`src/rtl/ycbcr_pkg.sv`:
```
// rtl/ycbcr_pkg.sv - shared constants and pixel types for the YCbCr/RGB conversion blocks
package ycbcr_pkg;

    localparam int COEF_FRAC = 10;
    localparam int K_Y       = 1192;
    localparam int K_RCR     = 1634;
    localparam int K_GCR     = 833;
    localparam int K_GCB     = 401;
    localparam int K_BCB     = 2065;

    localparam int Y_OFS     = 16;
    localparam int C_OFS     = 128;
    localparam int RND       = 512;

    typedef struct packed {
        logic [7:0] y;
        logic [7:0] cb;
        logic [7:0] cr;
    } ycbcr888_t;

    typedef struct packed {
        logic [7:0] r;
        logic [7:0] g;
        logic [7:0] b;
    } rgb888_t;

endpackage

```
`src/rtl/ycbcr_clamp8.sv`:
```
// rtl/ycbcr_clamp8.sv - drop fractional bits of a fixed-point sum and clamp to 0..255
module ycbcr_clamp8
    import ycbcr_pkg::*;
#(
    parameter int FRAC = COEF_FRAC
)(
    input  logic signed [21:0] i_sum,
    output logic        [7:0]  o_val,
    output logic               o_sat
);

    logic signed [21:0] w_q;

    // The rounding bias is already in the sum, so the floor shift rounds half-up.
    assign w_q = i_sum >>> FRAC;

    always_comb begin
        o_val = w_q[7:0];
        o_sat = 1'b0;
        if (w_q[21]) begin
            o_val = 8'd0;
            o_sat = 1'b1;
        end else if (w_q > 22'sd255) begin
            o_val = 8'hff;
            o_sat = 1'b1;
        end
    end

endmodule

```
`src/rtl/ycbcr2rgb_pipe.sv`:
```
// rtl/ycbcr2rgb_pipe.sv - 3-stage BT.601 studio-range YCbCr to RGB converter; YCBCR2RGB_SAT_FLAG_EN adds sat_flag
module ycbcr2rgb_pipe
    import ycbcr_pkg::ycbcr888_t, ycbcr_pkg::rgb888_t, ycbcr_pkg::Y_OFS, ycbcr_pkg::C_OFS, ycbcr_pkg::RND;
#(
    parameter int COEF_FRAC = ycbcr_pkg::COEF_FRAC,
    parameter int K_Y       = ycbcr_pkg::K_Y,
    parameter int K_RCR     = ycbcr_pkg::K_RCR,
    parameter int K_GCR     = ycbcr_pkg::K_GCR,
    parameter int K_GCB     = ycbcr_pkg::K_GCB,
    parameter int K_BCB     = ycbcr_pkg::K_BCB
)(
    input  logic       clk,
    input  logic       rst,
    input  logic       in_valid,
    output logic       in_ready,
    input  logic [7:0] y_data,
    input  logic [7:0] cb_data,
    input  logic [7:0] cr_data,
    output logic       out_valid,
    input  logic       out_ready,
    output logic [7:0] r_data,
    output logic [7:0] g_data,
    output logic [7:0] b_data
`ifdef YCBCR2RGB_SAT_FLAG_EN
    ,
    output logic [2:0] sat_flag
`endif
);

    localparam logic signed [21:0] LK_Y   = 22'(K_Y);
    localparam logic signed [21:0] LK_RCR = 22'(K_RCR);
    localparam logic signed [21:0] LK_GCR = 22'(K_GCR);
    localparam logic signed [21:0] LK_GCB = 22'(K_GCB);
    localparam logic signed [21:0] LK_BCB = 22'(K_BCB);
    localparam logic signed [21:0] LRND   = 22'(RND);

    logic              w_adv;
    ycbcr888_t         w_in;

    logic              r_v1, r_v2, r_v3;
    logic signed [9:0] r_ys, r_cbs, r_crs;
    logic signed [21:0] r_py, r_prc, r_pgc, r_pgb, r_pbb;
    rgb888_t           r_rgb;

    logic signed [21:0] w_ys, w_cbs, w_crs;
    logic signed [21:0] w_sr, w_sg, w_sb;
    rgb888_t           w_rgb;
    logic [2:0]        w_sat;

    // One global enable: the whole pipe moves only when the output slot can drain.
    assign w_adv    = !r_v3 || out_ready;
    assign in_ready = w_adv;
    assign w_in     = '{y: y_data, cb: cb_data, cr: cr_data};

    always_ff @(posedge clk or posedge rst) begin
        if (rst) begin
            r_v1  <= 1'b0;
            r_ys  <= '0;
            r_cbs <= '0;
            r_crs <= '0;
        end else if (w_adv) begin
            r_v1  <= in_valid;
            r_ys  <= {2'b00, w_in.y}  - 10'(Y_OFS);
            r_cbs <= {2'b00, w_in.cb} - 10'(C_OFS);
            r_crs <= {2'b00, w_in.cr} - 10'(C_OFS);
        end
    end

    // Sign-extend before multiplying so the products are formed at full 22-bit width.
    assign w_ys  = 22'(r_ys);
    assign w_cbs = 22'(r_cbs);
    assign w_crs = 22'(r_crs);

    always_ff @(posedge clk or posedge rst) begin
        if (rst) begin
            r_v2  <= 1'b0;
            r_py  <= '0;
            r_prc <= '0;
            r_pgc <= '0;
            r_pgb <= '0;
            r_pbb <= '0;
        end else if (w_adv) begin
            r_v2  <= r_v1;
            r_py  <= LK_Y   * w_ys;
            r_prc <= LK_RCR * w_crs;
            r_pgc <= LK_GCR * w_crs;
            r_pgb <= LK_GCB * w_cbs;
            r_pbb <= LK_BCB * w_cbs;
        end
    end

    assign w_sr = r_py + r_prc + LRND;
    assign w_sg = r_py - r_pgc - r_pgb + LRND;
    assign w_sb = r_py + r_pbb + LRND;

    ycbcr_clamp8 #(.FRAC(COEF_FRAC)) u_clamp_r (.i_sum(w_sr), .o_val(w_rgb.r), .o_sat(w_sat[2]));
    ycbcr_clamp8 #(.FRAC(COEF_FRAC)) u_clamp_g (.i_sum(w_sg), .o_val(w_rgb.g), .o_sat(w_sat[1]));
    ycbcr_clamp8 #(.FRAC(COEF_FRAC)) u_clamp_b (.i_sum(w_sb), .o_val(w_rgb.b), .o_sat(w_sat[0]));

    always_ff @(posedge clk or posedge rst) begin
        if (rst) begin
            r_v3  <= 1'b0;
            r_rgb <= '0;
        end else if (w_adv) begin
            r_v3  <= r_v2;
            r_rgb <= w_rgb;
        end
    end

    assign out_valid = r_v3;
    assign r_data    = r_rgb.r;
    assign g_data    = r_rgb.g;
    assign b_data    = r_rgb.b;

`ifdef YCBCR2RGB_SAT_FLAG_EN
    logic [2:0] r_sat;

    always_ff @(posedge clk or posedge rst) begin
        if (rst) begin
            r_sat <= '0;
        end else if (w_adv) begin
            r_sat <= w_sat;
        end
    end

    assign sat_flag = r_sat;
`else
    logic w_unused_sat;
    assign w_unused_sat = ^w_sat;
`endif

endmodule

```
`config.mk`:
```
export PLATFORM = sky130hd
export DESIGN_NAME = ycbcr2rgb_pipe
export DESIGN_NICKNAME = d
export VERILOG_FILES = /design/src/rtl/ycbcr_pkg.sv /design/src/rtl/ycbcr_clamp8.sv /design/src/rtl/ycbcr2rgb_pipe.sv
export SDC_FILE = /design/constraint.sdc
export NUM_CORES = 1
export LEC_CHECK = 0
export CAP_MARGIN = 10
export CORE_MARGIN = 3
export CORE_UTILIZATION = 35
export CTS_BUF_LIST = sky130_fd_sc_hd__clkbuf_8
export DETAILED_ROUTE_END_ITERATION = 8
export GPL_TIMING_DRIVEN = 0
export PLACE_DENSITY = 0.51
export SYNTH_ARGS = -nofsm -noshare
export SYNTH_HDL_FRONTEND = slang
export SYNTH_SLANG_ARGS = --single-unit
```
`constraint.sdc`:
```
create_clock -name clk -period 5.3 [get_ports clk]
set_input_delay 1.06 -clock clk [delete_from_list [all_inputs] [get_ports clk]]
set_output_delay 1.06 -clock clk [all_outputs]
set_load 0.02 [all_outputs]
```
After elaboration in Yosys (flattened, before gate mapping):

Cells that the tools add are included.

* output and inout bits: 26
* word-level logic and storage cells: 40
* bits of input ports: 28
* bits in registers: 160

* multiply operators: 5
* add/sub/neg operators: 10
* muxes and demuxes: 6
* $lt $le $gt $ge: 3
* reduce and logical (&&, ||, !) cells: 2

Operators with widths (count)
* 22-bit by 11-bit adder with 22-bit output (second input constant): 3
* 8-bit two-way mux: 6
* 22-bit adder: 2
* 22-bit subtractor: 2
* 11-bit by 9-bit multiplier with 20-bit output (first input constant): 2
* 12-bit by 9-bit greater-than comparator with 1-bit output (second input constant): 3
* 13-bit by 9-bit multiplier with 22-bit output (first input constant): 1
* 10-bit by 9-bit multiplier with 19-bit output (first input constant): 1
* 9-bit by 9-bit multiplier with 18-bit output (first input constant): 1
* 8-bit by 8-bit subtractor with 9-bit output (second input constant): 2
* 8-bit by 5-bit subtractor with 9-bit output (second input constant): 1
* 1-bit zero test: 1
* 1-bit logical OR: 1

Longest topological paths before layout:

* depth in word-level cells: 6
* gate-level depth with buffers: 19
* mapped depth without buffers: 19

By module:

A second synthesis with hierarchy kept.

* cells, all modules: 1666
* area, all modules: 14925.6 um2

Modules (own cells, without submodules)
* ycbcr2rgb_pipe: cells each 1603, instances 1, area an instance 14610.3 um2, sequential area each 3503.4 um2
* ycbcr_clamp8: cells each 21, instances 3, area an instance 105.1 um2, sequential area each 0.0 um2

Worst setup path after synthesis:

Ideal clock, no wire load.

* kind: flip-flop to flip-flop
* start: register r_crs[7]
* end: register r_prc[20]
* library setup time: 135 ps
* period minus slack after synthesis: 4477 ps
* stages on the path, launching flop included: 16
* data arrival time: 4342 ps
* path slack: 823 ps
* cell sequence: dfrtp_1 -> ha_1 -> inv_1 -> fa_1 -> fa_1 -> inv_1 -> fa_1 -> fa_1 -> a21o_1 -> a21oi_1 -> o21bai_1 -> a211oi_1 -> o31ai_1 -> o41ai_1 -> xnor2_1 -> o21ai_0

* cells in the longest elaborated chain, start to end: 1

RTL lines
* start, declared: line ycbcr2rgb_pipe.sv:41 `logic signed [9:0] r_ys, r_cbs, r_crs;`
* start signal, assigned: line ycbcr2rgb_pipe.sv:65 `r_crs <= {2'b00, w_in.cr} - 10'(C_OFS);`
* 11-bit by 9-bit multiplier with 20-bit output: line ycbcr2rgb_pipe.sv:85 `r_prc <= LK_RCR * w_crs;`
* end signal, assigned: line ycbcr2rgb_pipe.sv:85
* end, declared: line ycbcr2rgb_pipe.sv:42 `logic signed [21:0] r_py, r_prc, r_pgc, r_pgb, r_pbb;`

Every way passes these cells.
A chain may end at the register's enable or synchronous reset.

Final worst setup path:

* start: register r_crs[4]
* end: register r_prc[20]

Same word-level chain as after synthesis.

==> out/qor.yml <==
logic_synthesis:
  syn_nets: 1928
  synthesis.area_mm2: 0.0141
  synth_cell_type_count: 68
  synth_ff_type: "dfrtp_1"
  ys_seq_area_share_pct: 24.9
  async_flop_share_pct: 100
  netlist_top_cells_count: "ha_1, inv_1, nand2_1"
  yosys.area.top_type_share_pct: 29.2
  synthTopCellsByArea: "ha_1, dfrtp_1, fa_1"
  synth_enable_flop_cells: 0
  syn_inst: 1508
  yosysTopAreaCell: "ha_1"
  syn_area_per_cell_um2: 9.32
  ys.warnings.count: 0
  ys_ff_latch: 140
  synth_most_common_cell: "ha_1"
grt:
  grt_overflow: 0
  antenna_found_initial: 0
  grt_pass1_wl_mm: 57.2
  grt_usage_pct: 17.6
  grt_max_degree: 73
  first_global_vias: 10274
routing:
  drt_wl_total_mm: 36.3
  vias: 10403
  post_drt_via_cell_ratio: 4.93
  antenna_left: 0
  wl_per_cell_um: 17.2
  drcViolationCount: 0
  dr.pass1.iters: 5
  drt_first_iter_violations: 526
layout:
  diodes: 0
  layout.nets: 2001
  final_util_pct: 40.1
  drive_above_1_share_pct: 3.76
  area_delta_synth_final_pct: 11.8
floorplanning:
  ios: 54
  die_area_mm2: 0.0426
  coreArea_mm2: 0.0392
  start_util_pct: 35.9
  die_h_um: 206
  rows: 72
  die_width_um: 206
sta:
  relSlewSlack_pct: 29.8
  rsz0062_at_grt: "false"
  hold_viol: 0
  setup_viol: 0
  fin_skew_ns: 0.0188
  holdWs_ns: 0.478
  worstMarginPinSlew_ns: 1.05
  fmax_ghz: 0.201
  finalMaxSlewViolations: 0
  fin_crit_ns: 4.97
  period_share_pct: 93.8
critical_path:
  worst-endpoint-arrival_ns: 5.32
  endpoint_kind: "flop"
  crit_fanout: 6
  worstPathCellList: "ha_1 -> inv_1 -> fa_1 -> fa_1 -> inv_1 -> fa_1 -> fa_1 -> a21o_1 -> a21oi_1 -> o21bai_1 -> a211oi_1 -> o31ai_1 -> o41ai_1 -> xnor2_1 -> o21ai_0"
  crit_top_cell: "fa_1"
  crit_buf_inv: 2
  worstSetupPathType: "reg -> reg"
  crit_required_ns: 5.65
  slowest_stage: "dfrtp_1"
  cp_top_family: "adder cells"
  max_stage_delay_ns: 0.52
  start_kind: "flop"
clock_tree:
  cts_buffers: 17
  cts_tree: "done"
  cts_hold_buf: 0
  insertion_delay_ns: 0.48
  clk_path_buf_depth: 2
  ctsResizeCount: 0
  clock-sinks: 140
  cts_setup_buffers: 0
  path_clk_slew_ns: 0.10
  clock-root-buffer: "clkbuf_8"
  htreeDepth: 4
place:
  dp_hpwl_mm: 29.8
  io_buffers: 53
  gp_congestion: 0.830
min_path:
  worstHoldPathType: "reg -> reg"
run_status:
  outcome: "complete, no violations"
run:
  cap_viol_max_count: 0
## layout make-up
class	instances	area, um^2
Fill cell	3967	23500
Multi-Input combinational cell	1115	9600
Sequential cell	140	3510
Inverter	220	831
Tap cell	518	648
Timing Repair Buffer	54	558
Clock buffer	21	289
Clock inverter	11	143
Buffer	33	131
## flip-flops by register name, indices dropped and copies added, names as in the netlist
signal     cells
r_pgc         20
r_pgb         19
r_py          18
r_prc         16
r_pbb         15
r_ys           9
b_data         8
g_data         8
r_cbs          8
r_crs          8
r_data         8
out_valid      1
r_v1           1
r_v2           1
## worst register-to-register path, cell delays in order, from the launching register on
cell	delay, ns
dfrtp_1	0.52
ha_1	0.41
inv_1	0.08
fa_1	0.48
fa_1	0.51
inv_1	0.05
fa_1	0.51
fa_1	0.48
a21o_1	0.19
a21oi_1	0.21
o21bai_1	0.12
a211oi_1	0.34
o31ai_1	0.18
o41ai_1	0.40
xnor2_1	0.25
o21ai_0	0.12
## per-layer routing
layer / track usage [%] / routed length, um
met5: 0 / 0
met4: 3.56 / 448
met3: 2.44 / 1010
met2: 28.8 / 16800
met1: 24.9 / 18100
## stage by stage
stage	setup TNS [ns]	cells	area, um^2	setup WS (ns)
3_3_place_gp	-279.33	2079	15200	-2.01
6_report	0	2112	15700	0.330
5_1_grt	0	2112	15700	0.125
2_1_floorplan	0	1508	14100	0.487
4_1_cts	0	2112	15700	0.0303
3_5_place_dp	0	2080	15300	0.0381
## worst paths after layout
path / startpoint / to / slack [ns] / depth (start not counted)
worst min register to register: r_prc[6] / r_prc[6] / 0.48 / 2
worst max register to register: r_crs[4] / r_prc[20] / 0.33 / 15
worst min-delay path: r_prc[6] / r_prc[6] / 0.48 / 2
worst max-delay path: r_crs[4] / r_prc[20] / 0.33 / 15
min in group asynchronous: rst / out_valid / 1.07 / 2
max in group asynchronous: rst / r_crs[7] / 3.36 / 3
## placed cells by master, fill, tap and decap left out, types with 5 or more instances in the layout
cell type / instances
a211oi_1: 14
a21o_1: 23
a21oi_1: 81
a311oi_1: 6
a31oi_1: 7
clkbuf_1: 30
clkbuf_8: 21
clkdlybuf4s50_1: 53
dfrtp_1: 138
fa_1: 64
ha_1: 328
inv_1: 220
nand2_1: 181
nand2b_1: 5
nand3_1: 15
nand4_1: 6
nor2_1: 85
nor3_1: 14
nor3b_1: 6
o211ai_1: 5
o21ai_0: 69
o21bai_1: 20
o31a_1: 5
o31ai_1: 8
o41ai_1: 18
or3_1: 7
xnor2_1: 58
xor2_1: 26
## logic make-up (layout without fill, tap and decap cells)
kind of cell,after synthesis,in the layout,share of synthesized area [%]
AOI/OAI and AO/OA,293,293,13.9
xor gates and xnor gates,84,84,5.23
adders and majority gates,392,392,38.3
buffers and inverters,253,339,6.81
DFF,140,140,24.9
muxes,1,1,0.0712
and+or+nand+nor,345,345,10.7
Power is left out: the tool's default activity adds up to more than one toggle a clock period on the data nets, which glitch-free logic cannot reach.
